<file path="src/rtl/ps2_key_pacer.sv">
`default_nettype none
// +--------------------------------------------------------------------------+
// | ps2_key_pacer                                                            |
// | Queues PS/2 key events and replays them with a fixed hold between them.  |
// | Revision: 1.0                                                            |
// +--------------------------------------------------------------------------+
module ps2_key_pacer #(
  parameter int DEPTH       = 8,
  parameter int HOLD_CYCLES = 20000
) (
  input  logic                     clk,
  input  logic                     reset,
  input  logic [10:0]              ps2_key_in,
  output logic [10:0]              ps2_key_out,
  output logic [$clog2(DEPTH):0]   count,
  output logic                     busy,
  output logic                     overflow
);

  localparam int AW = $clog2(DEPTH);

  localparam logic [0:0]  c_IDLE      = 1'b0;
  localparam logic [0:0]  c_HOLD      = 1'b1;
  localparam logic [AW:0] c_DEPTH     = (AW+1)'(DEPTH);
  localparam logic [19:0] c_HOLD_LOAD = 20'(HOLD_CYCLES - 1);

  logic [9:0]    r_mem [DEPTH];
  logic [AW-1:0] r_wr_ptr;
  logic [AW-1:0] r_rd_ptr;
  logic [AW:0]   r_count;
  logic          r_strobe;
  logic [0:0]    r_state;
  logic [19:0]   r_hold;
  logic [10:0]   r_key_out;
  logic          r_overflow;

  logic w_event;
  logic w_pop;
  logic w_push;
  logic w_drop;

  // Reset also reloads the strobe copy, so an input toggle during reset is absorbed.
  assign w_event = !reset && (ps2_key_in[10] != r_strobe);
  assign w_pop   = (r_state == c_IDLE) && (r_count != '0);
  assign w_push  = w_event && ((r_count < c_DEPTH) || w_pop);
  assign w_drop  = w_event && !w_push;

  always_ff @(posedge clk) begin
    r_strobe <= ps2_key_in[10];
  end

  always_ff @(posedge clk) begin
    if (w_push) begin
      r_mem[r_wr_ptr] <= ps2_key_in[9:0];
    end
  end

  always_ff @(posedge clk) begin
    if (reset) begin
      r_wr_ptr   <= '0;
      r_rd_ptr   <= '0;
      r_count    <= '0;
      r_overflow <= 1'b0;
    end else begin
      if (w_push) begin
        r_wr_ptr <= r_wr_ptr + 1'b1;
      end
      if (w_pop) begin
        r_rd_ptr <= r_rd_ptr + 1'b1;
      end
      case ({w_push, w_pop})
        2'b10:   r_count <= r_count + 1'b1;
        2'b01:   r_count <= r_count - 1'b1;
        default: r_count <= r_count;
      endcase
      if (w_drop) begin
        r_overflow <= 1'b1;
      end
    end
  end

  always_ff @(posedge clk) begin
    if (reset) begin
      r_state   <= c_IDLE;
      r_hold    <= '0;
      r_key_out <= '0;
    end else begin
      case (r_state)
        c_IDLE: begin
          if (w_pop) begin
            r_key_out <= {~r_key_out[10], r_mem[r_rd_ptr]};
            r_hold    <= c_HOLD_LOAD;
            r_state   <= c_HOLD;
          end
        end
        c_HOLD: begin
          // Counter reaching zero costs one more cycle, giving HOLD_CYCLES+1 spacing.
          if (r_hold == '0) begin
            r_state <= c_IDLE;
          end else begin
            r_hold <= r_hold - 1'b1;
          end
        end
        default: r_state <= c_IDLE;
      endcase
    end
  end

  assign ps2_key_out = r_key_out;
  assign count       = r_count;
  assign busy        = (r_state != c_IDLE) || (r_count != '0);
  assign overflow    = r_overflow;

endmodule
`default_nettype wire

</file>
<file path="config.mk">
export PLATFORM = sky130hd
export DESIGN_NAME = ps2_key_pacer
export DESIGN_NICKNAME = d
export VERILOG_FILES = /design/src/rtl/ps2_key_pacer.sv
export SDC_FILE = /design/constraint.sdc
export NUM_CORES = 1
export LEC_CHECK = 0
export CORE_MARGIN = 4
export CORE_UTILIZATION = 55
export CTS_CLUSTER_SIZE = 16
export DETAILED_ROUTE_END_ITERATION = 10
export PLACE_DENSITY = 0.71
export SYNTH_ARGS = -nofsm -noshare
export SYNTH_HDL_FRONTEND = slang
export SYNTH_SLANG_ARGS = --single-unit
</file>
<file path="constraint.sdc">
create_clock -name clk -period 4.05 [get_ports clk]
set_clock_uncertainty 0.15 [all_clocks]
set_input_delay 0.81 -clock clk [delete_from_list [all_inputs] [get_ports clk]]
set_output_delay 0.81 -clock clk [all_outputs]
set_load 0.01 [all_outputs]
</file>
==> results.cfg, run 1 <==
[floorplan]
row_count = 34
num_io_pins = 30
die_area_sq_mm = 0.0109
start_util_pct = 57.6
die_x_microns = 104
die_height_microns = 104
core-area_sq_mm = 0.00889

[yosys]
muxShareOfSynthArea_pct = 11.2
synth_edf_count = 80
yosysWarnings = 0
ys.flop_type = edfxtp_1
syn_nets = 373
ys_seq_area_share_pct = 64.1
synth_top_family_by_area = multiplexers
synth_seq_cells = 124
synth_cell_types = 49
netlist_instances = 353
avgSynthCellArea_sq_um = 14.5
synthAdderAreaFrac_pct = 1.71
synth_compound_area_share_pct = 7.94
synth_xor_area_share_pct = 2.22
netlist_area_sq_mm = 0.00512
yosys.area_share.simple_pct = 10.4
synthArstFlopShare_pct = 0

[timing]
drv_slew = 0
fin_setup_tns_ns = 0
fin_crit_sh_pct = 82.2
rsz0062_at_grt = false
worst_pin_slew_ns = 1.03
setup_viol = 0
timing.fmax_ghz = 0.301
min_period_ns = 3.33
max_slew_margin_pct = 31.1
finalHoldViolCount = 0

[global_routing]
grt_pass1_vias = 3047
antenna_found_initial = 0
grt_pass1_wl_mm = 16.1
gr-usage-met3_pct = 4.66
grt_usage_pct = 19.3
grt_max_degree = 38
met2_usage_pct = 30.5
use_met1_pct = 26.2
grt.busiest_layer = met2
grt.overflow.total = 0

[power]
p_int_w = 0.00310
switching_share_pct = 31.9
p_seq_share_pct = 37.1
clockPowerShare_pct = 34.7
p_per_area_mw_per_mm2 = 737
power_frac_comb_pct = 28.2
vdd_ir_drop_max_v = 0.000324
leakage_nw = 2.06
p_switching_w = 0.00145

[setup_path]
arrival_ns = 3.61
crit_chain = nor4_1 > or2_2 > clkinv_1 > ha_1 > xor2_1 > ha_1 > a21oi_1 > xor2_1 > or3_1 > a21oi_1
start_kind = flop
critical-path-top-delay-family = simple AND/OR/NAND/NOR gates
cp-end-kind = flop
crit_buf_inv = 1
cp_slowest_cell = nor4_1
crit_path_max_incr_delay_ns = 0.75
crit_type = reg2reg
crit_fanout = 13
crit_required_ns = 4.33

[clock_tree]
cts_setup_buffers = 0
clock_latency_ns = 0.50
cts-root-buf = clkbuf_8
postCtsHoldBufs = 0
cts_buffer_depth = 2
ctsResizeCount = 0
clk_pin_slew_ns = 0.06
cts_made_buffers = 17
cts_tree = built
h-tree-depth = 4
clock-sinks = 124

[finish]
fin_cells = 518
drive_above_1_share_pct = 18.0
fin_nets = 417
layout_commonest_cell = edfxtp_1
layout_common_cells = edfxtp_1 (80), dfxtp_1 (44), clkdlybuf4s50_1 (29)
nFillCells = 606
area_growth_pct = 20.5
diodes = 0

[placement]
gp_congestion = 0.851
portBuffers = 29
placedCellCount = 486
dp_hpwl_mm = 5.85

[drt]
dr.pass1.iters = 5
wl_mm = 9.88
avgViaCountPerCell = 5.91
wl_per_cell_microns = 19.1
drtIter0Drc = 166
vias = 3062
drtAntennaViolNets = 0
drc = 0

[outcome]
status = completed

[worst_hold_path]
hp-class = reg2reg

[run]
drv_cap = 0
## layer usage
layer  up-vias  part of all wire, %
met5         -                    0
met4         0                  1.0
met3         9                  6.0
met2        80                   50
met1      1499                   43
li1       1474                    -
## cells in the mapped netlist, types with 3 or more instances
library cell / n / area (sq um)
nor2_1: 23 / 86.3
a31oi_1: 4 / 25.0
mux4_2: 20 / 450
mux2i_1: 11 / 110
edfxtp_1: 80 / 2400
a211oi_1: 11 / 82.6
or3_1: 11 / 68.8
inv_1: 6 / 22.5
nor4_1: 4 / 25.0
a21oi_1: 18 / 90.1
buf_2: 4 / 20.0
nor3b_1: 3 / 22.5
clkbuf_1: 6 / 22.5
o21ai_0: 7 / 35.0
or2_2: 3 / 18.8
o31ai_1: 3 / 22.5
xnor2_1: 4 / 35.0
ha_1: 7 / 87.6
nor3_1: 11 / 55.1
nand3_1: 3 / 15.0
o211ai_1: 3 / 22.5
xor2_1: 9 / 78.8
nand2_1: 18 / 67.6
or4_1: 5 / 37.5
o21a_1: 4 / 30.0
dfxtp_1: 44 / 881
## registers in the layout, summed over array words and instances (netlist names)
signal       count
r_mem           80
r_hold          20
ps2_key_out     11
count            4
r_rd_ptr         3
r_wr_ptr         3
overflow         1
r_state          1
r_strobe         1
## cell type report
class | instances | area, sq um | area share, %
multi-input combinational | 207 | 1720 | 28.0
sequential | 124 | 3280 | 53.2
timing repair buffer | 40 | 373 | 6.04
clock buffer | 18 | 418 | 6.77
clock inverter | 14 | 209 | 3.39
inverter | 7 | 26.3 | 0.426
tap | 108 | 135 | 2.19
## worst register-to-register path, stage by stage, from the launching register on
cell	delay (ns)
dfxtp_1	0.37
nor4_1	0.75
or2_2	0.42
clkinv_1	0.20
ha_1	0.30
xor2_1	0.16
ha_1	0.18
a21oi_1	0.17
xor2_1	0.11
or3_1	0.31
a21oi_1	0.14
## final timing paths
path / startpoint / endpoint / slack, ns / cells past startpoint
worst max register to register: count[0] / count[2] / 0.72 / 10
worst min register to register: ps2_key_out[6] / ps2_key_out[6] / 0.34 / 2
worst min-delay path: ps2_key_out[6] / ps2_key_out[6] / 0.34 / 2
worst max-delay path: count[0] / count[2] / 0.72 / 10
## cells by family (layout without fill, tap and decap cells)
kind of cell | Yosys count | in the layout
flip-flops | 124 | 124
XOR/XNOR | 13 | 13
buffers and inverters | 22 | 79
adder cells (fa/ha/maj) | 7 | 7
multiplexers | 32 | 32
AND/OR/NAND/NOR | 95 | 95
AO/OA/AOI/OAI | 60 | 60
## stage by stage
stage | util, % | hold slack [ns] | power, W | setup WS [ns] | cell area (sq um)
final | 69.4 | 0.345 | 0.00455 | 0.723 | 6170
after global routing | 69.4 | 0.366 | 0.00482 | 0.479 | 6170
after CTS | 69.4 | 0.350 | 0.00458 | 0.737 | 6170
after detailed placement | 62.3 | 0.329 | 0.00297 | 0.518 | 5540
after global placement | 62.3 | 0.298 | 0.00294 | 0.589 | 5540
after floorplan | - | 0.302 | 0.00263 | 0.935 | 5120
## power by group through the flow
| stage | clock (W) | combinational [W] | sequential (W) |
|---|---|---|---|
| 2_1_floorplan | 0 | 0.000983 | 0.00164 |
| 3_3_place_gp | 0 | 0.00124 | 0.00170 |
| 3_5_place_dp | 0 | 0.00127 | 0.00171 |
| 4_1_cts | 0.00160 | 0.00129 | 0.00169 |
| 5_1_grt | 0.00167 | 0.00143 | 0.00172 |
| 6_report | 0.00158 | 0.00128 | 0.00169 |
Note: power is estimated with default switching activity, not from simulation.
==> inputs of run 2 (changes only) <==
- clock period: 4.05 -> 3.2 ns (I/O delays scaled with it)
==> run 2 against run 1 <==
Net effect: clock power rose by 13%; total power rose by 22%; critical path depth did not move; sequential share of layout area rose by 0.42 points; final cell count rose by 0.58%; global-route usage rose by 0.10 points; sequential power rose by 22%; count of clock-buffer cells in the layout fell by 1; final area fell by 0.79%; via count barely moved; non-clock buffer count rose by 3; critical path type unchanged; critical endpoint unchanged.
==> results.cfg, run 2 (same netlist as run 1, synthesis figures left out) <==
[outcome]
status = completed

[worst_hold_path]
hp-class = reg2reg
min_to = overflow
worstHoldStart = overflow
holdPathStages = 2

[timing]
min_period_ns = 2.88
fin_crit_sh_pct = 89.9
rsz0062_at_grt = false
max_slew_margin_pct = 49.4
drv_slew = 0
finalHoldViolCount = 0
timing.fmax_ghz = 0.347
setup_viol = 0
fin_setup_tns_ns = 0
timing.final.ws_setup_ns = 0.322
worst_pin_slew_ns = 0.759

[floorplan]
start_util_pct = 57.6
die_height_microns = 104
num_io_pins = 30
die_x_microns = 104
die_area_sq_mm = 0.0109
core-area_sq_mm = 0.00889
row_count = 34

[drt]
wl_met2_mm = 4.82
drtAntennaViolNets = 0
drt-met1-wl_mm = 4.39
avgViaCountPerCell = 5.88
drc = 0
maxUsedRoutingLayer = met4
vias = 3063
wl_mm = 9.69
wl_per_cell_microns = 18.6
route.met3.wl_microns = 354
drtIter0Drc = 178
dr.pass1.iters = 5

[clock_tree]
clock_latency_ns = 0.52
cts-root-buf = clkbuf_8
cts_buffer_depth = 2
cts_tree = built
clock-sinks = 124
postCtsHoldBufs = 0
ctsResizeCount = 0
h-tree-depth = 4
cts_setup_buffers = 0
cts_made_buffers = 17
clk_pin_slew_ns = 0.06

[placement]
gp_congestion = 0.807
dp_hpwl_mm = 5.87
portBuffers = 29
dp_slack_ns = 0.0978

[setup_path]
crit_type = reg2reg
r2r-end = count[2]
critical-path-top-delay-family = simple AND/OR/NAND/NOR gates
crit_fanout = 13
rr_worst_depth = 10
arrival_ns = 3.18
cp-end-kind = flop
reg2reg_slack_ns = 0.32
r2r_start = count[0]
cp_slowest_cell = nor4_1
crit_required_ns = 3.50
crit_buf_inv = 1
crit_path_max_incr_delay_ns = 0.39
crit_chain = nor4_1 > or2_2 > clkinv_1 > ha_1 > xor2_1 > ha_1 > a21oi_1 > xor2_1 > or3_1 > a21oi_1
start_kind = flop

[finish]
nFillCells = 610
area_growth_pct = 19.6
largest_register_ffs = 80
drive_above_1_share_pct = 18.9
diodes = 0
fin_nets = 420
layout_common_cells = edfxtp_1 (80), dfxtp_1 (44), clkdlybuf4s50_1 (29)
largest_register = r_mem
layout_commonest_cell = edfxtp_1

[global_routing]
grt_max_degree = 38
grt_pass1_vias = 3004
grt_pass1_wl_mm = 15.9
grt.overflow.total = 0
grt_usage_pct = 19.4
antenna_found_initial = 0

[run]
drv_cap = 0

[power]
leakage_nw = 2.04
p_per_area_mw_per_mm2 = 908
vdd_ir_drop_max_v = 0.000454
==> run 2: how the worst max path moves through the flow <==
stage                   startpoint       end  cells past startpoint
finish                    count[0]  count[2]                     10
global route              count[0]  count[2]                     10
CTS                       count[0]  count[2]                     10
detailed placement  ps2_key_in[10]  count[2]                     11
global placement    ps2_key_in[10]  count[2]                     11
floorplan                 count[3]  count[2]                     11
==> run 2: report_power, final <==
group          switching [W]  internal [W]
clock network       0.000790      0.000994
logic               0.000945      0.000764
registers           0.000175       0.00189
==> run 2: final cells by class <==
type	count	area, sq um	area share (%)
inverters	7	26.3	0.429
flip-flops and latches	124	3280	53.6
clock buffers	17	414	6.77
clock inverters	15	141	2.31
well taps	108	135	2.21
multi-input cells	207	1720	28.2
repair buffers	43	395	6.46
==> run 2: metal layers <==
layer  vias to the layer above  GRT usage, %
met5                         -             0
met4                         0          8.55
met3                        14          5.15
met2                        49          30.7
met1                      1518          25.3
li1                       1482             -
==> run 2: worst register-to-register path, stage by stage (launching register included) <==
cell and delay [ns]:
dfxtp_1 0.37, nor4_1 0.39, or2_2 0.34, clkinv_1 0.21, ha_1 0.30, xor2_1 0.16, ha_1 0.19, a21oi_1 0.15
xor2_1 0.10, or3_1 0.31, a21oi_1 0.14
==> run 2: metrics by stage <==
step / hold slack (ns) / utilization [%] / std cells / power (W) / area [sq um]
floorplan: 0.302 / - / 353 / 0.00332 / 5120
global placement: 0.307 / 62.6 / 489 / 0.00377 / 5560
detailed placement: 0.325 / 62.6 / 489 / 0.00380 / 5560
CTS: 0.333 / 68.8 / 521 / 0.00561 / 6120
global route: 0.358 / 68.8 / 521 / 0.00590 / 6120
finish: 0.332 / 68.8 / 521 / 0.00556 / 6120
